## src/rtl/uart_pkg.sv

```systemverilog
// Shared types and constants for the UART receive path.
package uart_pkg;

    typedef enum logic [2:0] {IDLE, START, DATA, STOP, BREAK} rx_state_t;

    localparam int DATA_BITS  = 8;
    localparam int OVERSAMPLE = 16;

    // Clocks per oversample tick, truncated.
    function automatic int calc_div(input int clk_freq, input int baud, input int os);
        return clk_freq / (baud * os);
    endfunction

endpackage

```

## src/rtl/uart_os_tick_gen.sv

```systemverilog
// Free-running divider producing a one-clk os_tick every DIV clocks.
module uart_os_tick_gen #(
    parameter int DIV = 1
) (
    input  logic clk,
    input  logic reset,
    output logic os_tick
);

    localparam int CW = (DIV > 1) ? $clog2(DIV) : 1;
    localparam logic [CW-1:0] LAST = CW'(DIV - 1);

    logic [CW-1:0] cnt;

    always_ff @(posedge clk or negedge reset) begin
        if (!reset)
            cnt <= '0;
        else if (cnt == LAST)
            cnt <= '0;
        else
            cnt <= cnt + 1'b1;
    end

    assign os_tick = (cnt == LAST);

endmodule

```

## src/rtl/uart_rx.sv

```systemverilog
// 8N1 UART receiver: 16x oversampling, mid-bit sampling, framing-error
// detection and break hold-off.
module uart_rx
    import uart_pkg::*;
#(
    parameter int CLK_FREQ   = 50_000_000,
    parameter int BAUD       = 9600,
    parameter int OVERSAMPLE = 16
) (
    input  logic       clk,
    input  logic       reset,
    input  logic       rx_in,
    output logic [7:0] data,
    output logic       data_valid,
    output logic       framing_error,
    output logic       busy
);

    localparam int DIV = calc_div(CLK_FREQ, BAUD, OVERSAMPLE);

    logic       os_tick;
    logic       rx_m, rx_s;
    rx_state_t  state, state_n;
    logic [3:0] tick_cnt, tick_n;
    logic [2:0] bit_cnt, bit_n;
    logic [7:0] shift, shift_n;
    logic [7:0] data_n;
    logic       dv_n, fe_n;

    uart_os_tick_gen #(.DIV(DIV)) u_tick (
        .clk     (clk),
        .reset   (reset),
        .os_tick (os_tick)
    );

    // Line idles high, so the synchronizer resets to 1 to avoid a false start.
    always_ff @(posedge clk or negedge reset) begin
        if (!reset) begin
            rx_m <= 1'b1;
            rx_s <= 1'b1;
        end else begin
            rx_m <= rx_in;
            rx_s <= rx_m;
        end
    end

    always_ff @(posedge clk or negedge reset) begin
        if (!reset) begin
            state         <= IDLE;
            tick_cnt      <= '0;
            bit_cnt       <= '0;
            shift         <= '0;
            data          <= '0;
            data_valid    <= 1'b0;
            framing_error <= 1'b0;
        end else begin
            state         <= state_n;
            tick_cnt      <= tick_n;
            bit_cnt       <= bit_n;
            shift         <= shift_n;
            data          <= data_n;
            data_valid    <= dv_n;
            framing_error <= fe_n;
        end
    end

    always_comb begin
        state_n = state;
        tick_n  = tick_cnt;
        bit_n   = bit_cnt;
        shift_n = shift;
        data_n  = data;
        dv_n    = 1'b0;
        fe_n    = 1'b0;
        if (os_tick) begin
            case (state)
                IDLE: begin
                    if (!rx_s) begin
                        state_n = START;
                        tick_n  = '0;
                    end
                end
                START: begin
                    // Half a bit in: confirm the start bit is still low.
                    if (tick_cnt == 4'd7) begin
                        if (!rx_s) begin
                            state_n = DATA;
                            tick_n  = '0;
                            bit_n   = '0;
                        end else begin
                            state_n = IDLE;
                        end
                    end else begin
                        tick_n = tick_cnt + 4'd1;
                    end
                end
                DATA: begin
                    tick_n = tick_cnt + 4'd1;
                    if (tick_cnt == 4'd15) begin
                        shift_n = {rx_s, shift[7:1]};
                        bit_n   = bit_cnt + 3'd1;
                        if (bit_cnt == 3'(DATA_BITS - 1)) begin
                            state_n = STOP;
                            tick_n  = '0;
                        end
                    end
                end
                STOP: begin
                    tick_n = tick_cnt + 4'd1;
                    if (tick_cnt == 4'd15) begin
                        if (rx_s) begin
                            data_n  = shift;
                            dv_n    = 1'b1;
                            state_n = IDLE;
                        end else begin
                            fe_n    = 1'b1;
                            state_n = BREAK;
                        end
                    end
                end
                BREAK: begin
                    // Hold off until the line returns high so a held-low line
                    // does not spawn a stream of bogus frames.
                    if (rx_s)
                        state_n = IDLE;
                end
                default: state_n = IDLE;
            endcase
        end
    end

    assign busy = (state != IDLE);

endmodule

```

## config.mk

```make
export PLATFORM = sky130hd
export DESIGN_NAME = uart_rx
export DESIGN_NICKNAME = d
export VERILOG_FILES = /design/src/rtl/uart_pkg.sv /design/src/rtl/uart_os_tick_gen.sv /design/src/rtl/uart_rx.sv
export SDC_FILE = /design/constraint.sdc
export NUM_CORES = 1
export LEC_CHECK = 0
export CAP_MARGIN = 20
export CORE_MARGIN = 1.5
export CORE_UTILIZATION = 35
export CTS_CLUSTER_SIZE = 20
export DETAILED_ROUTE_END_ITERATION = 8
export PLACE_DENSITY = 0.51
export SYNTH_ARGS = -nofsm -noshare
export SYNTH_HDL_FRONTEND = slang
export SYNTH_SLANG_ARGS = --single-unit
```

## constraint.sdc

```tcl
create_clock -name clk -period 2.47 [get_ports clk]
set_input_delay 0.494 -clock clk [delete_from_list [all_inputs] [get_ports clk]]
set_output_delay 0.494 -clock clk [all_outputs]
set_load 0.05 [all_outputs]
```

# Word-level counts from Yosys, hierarchy flattened
# Cells that the tools add are included.
# op_classes
muxes,27
add_sub_neg,3
n_reduce_logical,9
n_eq_ne,15
# ops
operator,count
$mux W3,10
$mux W4,4
$pmux W4 S4,1
$pmux W3 S5,1
$ne A2 B2 Y1 const B,7
$add A9 B1 Y9 const B,1
$eq A9 B9 Y1 const B,1
$mux W9,1
$mux W1,8
$reduce_and A7 Y1,1
$eq A3 B2 Y1 const B,2
$eq A3 B3 Y1 const B,2
$pmux W3 S2,1
$reduce_and A5 Y1,1
$add A4 B1 Y4 const B,1
$eq A4 B3 Y1 const B,1
$eq A4 B4 Y1 const B,1
$reduce_and A4 Y1,1
$reduce_bool A4 Y1,1
$add A3 B1 Y3 const B,1
$eq A3 B1 Y1 const B,1
$logic_not A3 Y1,1
$reduce_and A3 Y1,1
$reduce_bool A3 Y1,1
3 further kinds,3
# totals
reg_bits,39
out_inout_bits,11
elab_cells,64

# Depth between registers and ports, before layout
# depth
ltp_word,4
ltp_mapped,8
mapped_depth_nobuf,6

# Hierarchy
# A second synthesis with hierarchy kept.
# hier_totals
cells_unflattened,152
hier_area_um2,1870.5
# modules_own_cells
module,seq_area_each_um2,instances,area_each_um2,cells_each
uart_rx,753.2,1,1446.4,111
uart_os_tick_gen,225.2,1,424.2,41

# Worst setup path after synthesis
# OpenSTA, ideal clock, no wires.
# synth_path
path_type,reg-to-reg
from,reg u_tick.cnt[5]
to,reg shift[1]
t_required_ns,2.345
path_slack_ns,0.304
arrival_ns,2.041
period_less_slack_ns,2.166
stages_incl_launch_ff,7
path_cell_list,dfrtp_1 > or4b_4 > or3_1 > buf_6 > nor3_4 > buf_6 > mux2_2
# synth_via
elab_chain_cells,2
# synth_lines
element,line,rtl
start: declaration,uart_os_tick_gen.sv:13,logic [CW-1:0] cnt;
start signal: assignment,uart_os_tick_gen.sv:21,cnt <= cnt + 1'b1;
$eq A9 B9 Y1,uart_os_tick_gen.sv:24,assign os_tick = (cnt == LAST);
$reduce_and A3 Y1 (no line),-,
end signal: assignment,uart_rx.sv:60,shift <= shift_n;
end: declaration,uart_rx.sv:26,"logic [7:0] shift, shift_n;"
# Every way passes these cells.
# A chain may end at the register's enable or synchronous reset.

# Worst setup path in the final report
# layout_path
from,reg state[1]
to,out busy
# layout_via
elab_chain_cells,1
# layout_lines
element,line,rtl
start: declaration,uart_rx.sv:23,"rx_state_t state, state_n;"
start signal: assignment,uart_rx.sv:57,state <= state_n;
$reduce_bool A3 Y1,uart_rx.sv:132,assign busy = (state != IDLE);
end: declaration,uart_rx.sv:16,output logic busy
# Every way passes these cells.

==> results.md <==
- The run finished with clean final reports.
- The placeable core region is just under 5000 um2.
- The worst slack on hold paths is 312.5 ps.
- TritonCTS built the clock tree.
- The final estimated routing congestion in global placement is 0.8404.
- The tool flagged a number of max-cap violations equal to 0.
- The clock passes through at most 2 buffers.
- The final cell count without fillers is between 200 and 250.
- The post-detailed-route via-to-cell ratio is between 4 and 5.
- The wire length of the first global-routing pass is around 5700 um.
- The overflow left after global routing is 0.
- The number of gates resized after CTS was 0.
- The total count of hold-check failures in the final report is 0.
- STA puts the critical path data arrival time at roughly 1800 ps.
- The via count of the first global-routing pass was approximately 1,100.
- The design internal power is between 800 and 900 uW.
- The number of buffers inserted to repair setup after CTS is 0.
- The CTS root buffer is sky130_fd_sc_hd__clkbuf_8.
- Of the synthesized area, sequential elements account for 0.5476.
- Setup violations remaining at the end of the flow were counted as 0.
- The number of placed instances, taps included, is between 200 and 250.
- Synthesis produced 143 cells.
- The kind of path behind the tightest hold check is in2async.
- The chip width is about 74 um.
- Counting the buffers created by CTS gives 5.
- The pin count of the biggest net entering global routing is 40.
- After routing the design area is 2069 um2.
- The count of buffers inserted at the top-level ports is 13.
- Across the VDD grid, the largest voltage drop is 283.0 uV.
- The per-cell routed wire length is between 10 and 15 um.
- The number of standard-cell rows in the floorplan is 25.
- Clock-pin slew was measured on the worst setup and hold paths at 70 ps.
- The Yosys step of the flow raised 0 warnings.
- The die is approximately 74 um tall.
- The count of hold buffers inserted by post-cts repair is 0.
- Averaged over all synthesized cells, the footprint is between 10 and 15 um2.
- The number of max-slew violations in the final report is 0.
- The worst setup path is launched from a register.
- The standby leakage power is between 0.0009 and 0.001 uW.
- The critical setup path kind is reg2out.
- Yosys mapped the design onto between 40 and 50 distinct sky130hd cell types.
- In this run the power spent charging and discharging nets is ~230 uW.
- The final-layout fill cell count is 500.
- The initial core utilization is 0.3709.
- The first detailed-routing pass took 4 iterations.
- The placed cell area is approximately 2000 um2.
- By area the synthesized netlist is led by sky130_fd_sc_hd__dfrtp_1 (52%), sky130_fd_sc_hd__mux2_2 (11%), sky130_fd_sc_hd__ha_1 (3.5%).
- Of the available clock period, the critical path in the final layout requires 0.9294.
- STA puts the critical path data required time at around 2000 ps.
- The fraction of power consumed by the clock network is 0.402.
- The most common cell after layout, fill and taps aside is sky130_fd_sc_hd__dfrtp_1.
- The number of H-tree levels is 2.
- The number of clock sinks is 39.
- The layout overhead on the synthesized area is 15.83%.
- The number of nets in the finished design is 170.
- The worst pin sits at a relative slew slack of 0.4231.
- The synthesis-stage register bit count is 39.
- The total standard cell area after synthesis is roughly 1800 um2.
- The worst setup path is captured at an output pin.
- At the pin with the least slew margin, the transition time is slightly below 900 ps.
- In the final layout, the multi-input gates occupy 742.0 um2.
- The share of synthesized area in the top cell type comes to 0.5182.
- Yosys mapped a number of flops with a built-in enable equal to 0.
- The placed wire-length estimate is around 2200 um.
- The total negative setup slack is 0 ps.
- The sequential cells in the finished layout cover a total of 978.4 um2.
- The number of primary I/O pins is 14.
- For this run, asynchronously set or reset flops after synthesis account for 1.000.
- In this run the remaining antenna-violating nets after routing total 0.
- The final critical path time including I/O delays and setup is approximately 2300 ps.
- The initial detailed-routing violation count is 99.
- The clock reaches the later pin of the worst-skew pair after between 200 and 300 ps.
- Setup repair after global routing left no endpoint under its margin.
- Of the total power, registers draw 0.584.
- Among all flip-flop cells after synthesis, the most frequent one is sky130_fd_sc_hd__dfrtp_1.
- The combinational share of power is 0.014.
- Derived from the worst setup path, the maximum achievable clock frequency is roughly 440 MHz.
- The cell area power density is between 500 and 600 nW/um2.
- For this run, design rule violations remaining after detail routing come to 0.
- In the global route stage, overall resource usage came out at 0.1390.
- The diode insertion count for antenna repair is 0.
- The initial antenna violation count was 0.
- When the netlist entered floorplanning its net count stood at about 150.
- Summing over every cut layer, the via total after detailed routing is ~1,100.
- Of the total power, the share spent switching nets is 0.2108.
- The routed design has approximately 3200 um of wire.
- The library cell occupying the most area in the post-synthesis netlist is sky130_fd_sc_hd__dfrtp_1.
- The clock skew is about 5.3 ps.
- The top cell types in the final layout, fill and taps aside, are sky130_fd_sc_hd__dfrtp_1 (37), sky130_fd_sc_hd__mux2_2 (17), sky130_fd_sc_hd__clkdlybuf4s50_1 (12).
- Along the worst path, the maximum fanout reaches 5.
- The share of post-route cells with drive strength above 1 is 0.2454.
- The die covers between 5000 and 6000 um2.
[stage by stage]
| step | power (uW) | util | setup WS (ps) |
|---|---|---|---|
| floorplan | 656.1 | - | 304.1 |
| global placement | 671.9 | 0.4106 | 231.6 |
| detailed placement | 672.1 | 0.4106 | 166.1 |
| CTS | 1118 | 0.4296 | 136.5 |
| global route | 1152 | 0.4296 | 52.82 |
| finish | 1101 | 0.4296 | 174.4 |
[cells in the mapped netlist, drive strengths merged (3+ instances only)]
master,number
clkbuf,3
buf,3
nand3,6
ha,5
xor2,4
a22o,5
xnor2,4
o21ai,3
mux2,17
nand2,6
nor3,6
inv,3
dfrtp,37
nor2,10
and3,5
[power groups by stage]
| stage | registers [uW] | logic [uW] | clock network [uW] |
|---|---|---|---|
| 2_1_floorplan | 655 | 1.06 | 0 |
| 3_3_place_gp | 656 | 16.1 | 0 |
| 3_5_place_dp | 656 | 16.4 | 0 |
| 4_1_cts | 643 | 16.6 | 458 |
| 5_1_grt | 643 | 18.3 | 491 |
| 6_report | 643 | 15.2 | 443 |
[layer usage]
metal / vias up / GRT usage / routed length, um
li1: 550 / - / -
met1: 565 / 0.2084 / 1604
met2: 16 / 0.1806 / 1386
met3: 9 / 0.04065 / 101
met4: 0 / 0.06869 / 88
met5: - / 0 / 0
[kinds of logic (layout without fill, tap and decap cells)]
kind of cell | Yosys count | count (layout) | synth area share
AO/OA/AOI/OAI | 18 | 18 | 0.07354
XOR/XNOR | 8 | 8 | 0.03921
adder cells (fa/ha/maj) | 5 | 5 | 0.03501
buffers and inverters | 9 | 29 | 0.03711
flip-flops | 39 | 39 | 0.5476
multiplexers | 18 | 18 | 0.1127
AND/OR/NAND/NOR | 46 | 46 | 0.1548
[final timing paths]
kind	slack (ps)	cells after the start	start	to
setup / recovery	170	3	state[1]	busy
hold / removal	310	1	reset	tick_cnt[1]
setup reg to reg	200	4	u_tick.cnt[4]	shift[0]
hold reg to reg	360	0	rx_m	rx_s
max in group asynchronous	1620	1	reset	data[6]
min in group clk	360	0	rx_m	rx_s
[cell type report]
type                            count  area share
Multi-Input combinational cell     95      0.3585
Inverter                            3    0.005441
Clock inverter                      1    0.002418
Tap cell                           67     0.04051
Timing Repair Buffer               18     0.07860
Sequential cell                    39      0.4728
Clock buffer                        7     0.04172
[worst max-delay path: stages, from the launching register on]
cell and delay (ps):
sky130_fd_sc_hd__dfrtp_1 380, sky130_fd_sc_hd__nor2_1 310, sky130_fd_sc_hd__nand2_1 110, sky130_fd_sc_hd__clkdlybuf4s50_1 710
[sequential cells by signal, indices dropped and copies added, names as in the netlist]
signal / cells
shift: 8
data: 8
u_tick.cnt: 9
tick_cnt: 4
data_valid: 1
rx_s: 1
rx_m: 1
state: 3
framing_error: 1
bit_cnt: 3
(Power assumes the default switching activity.)
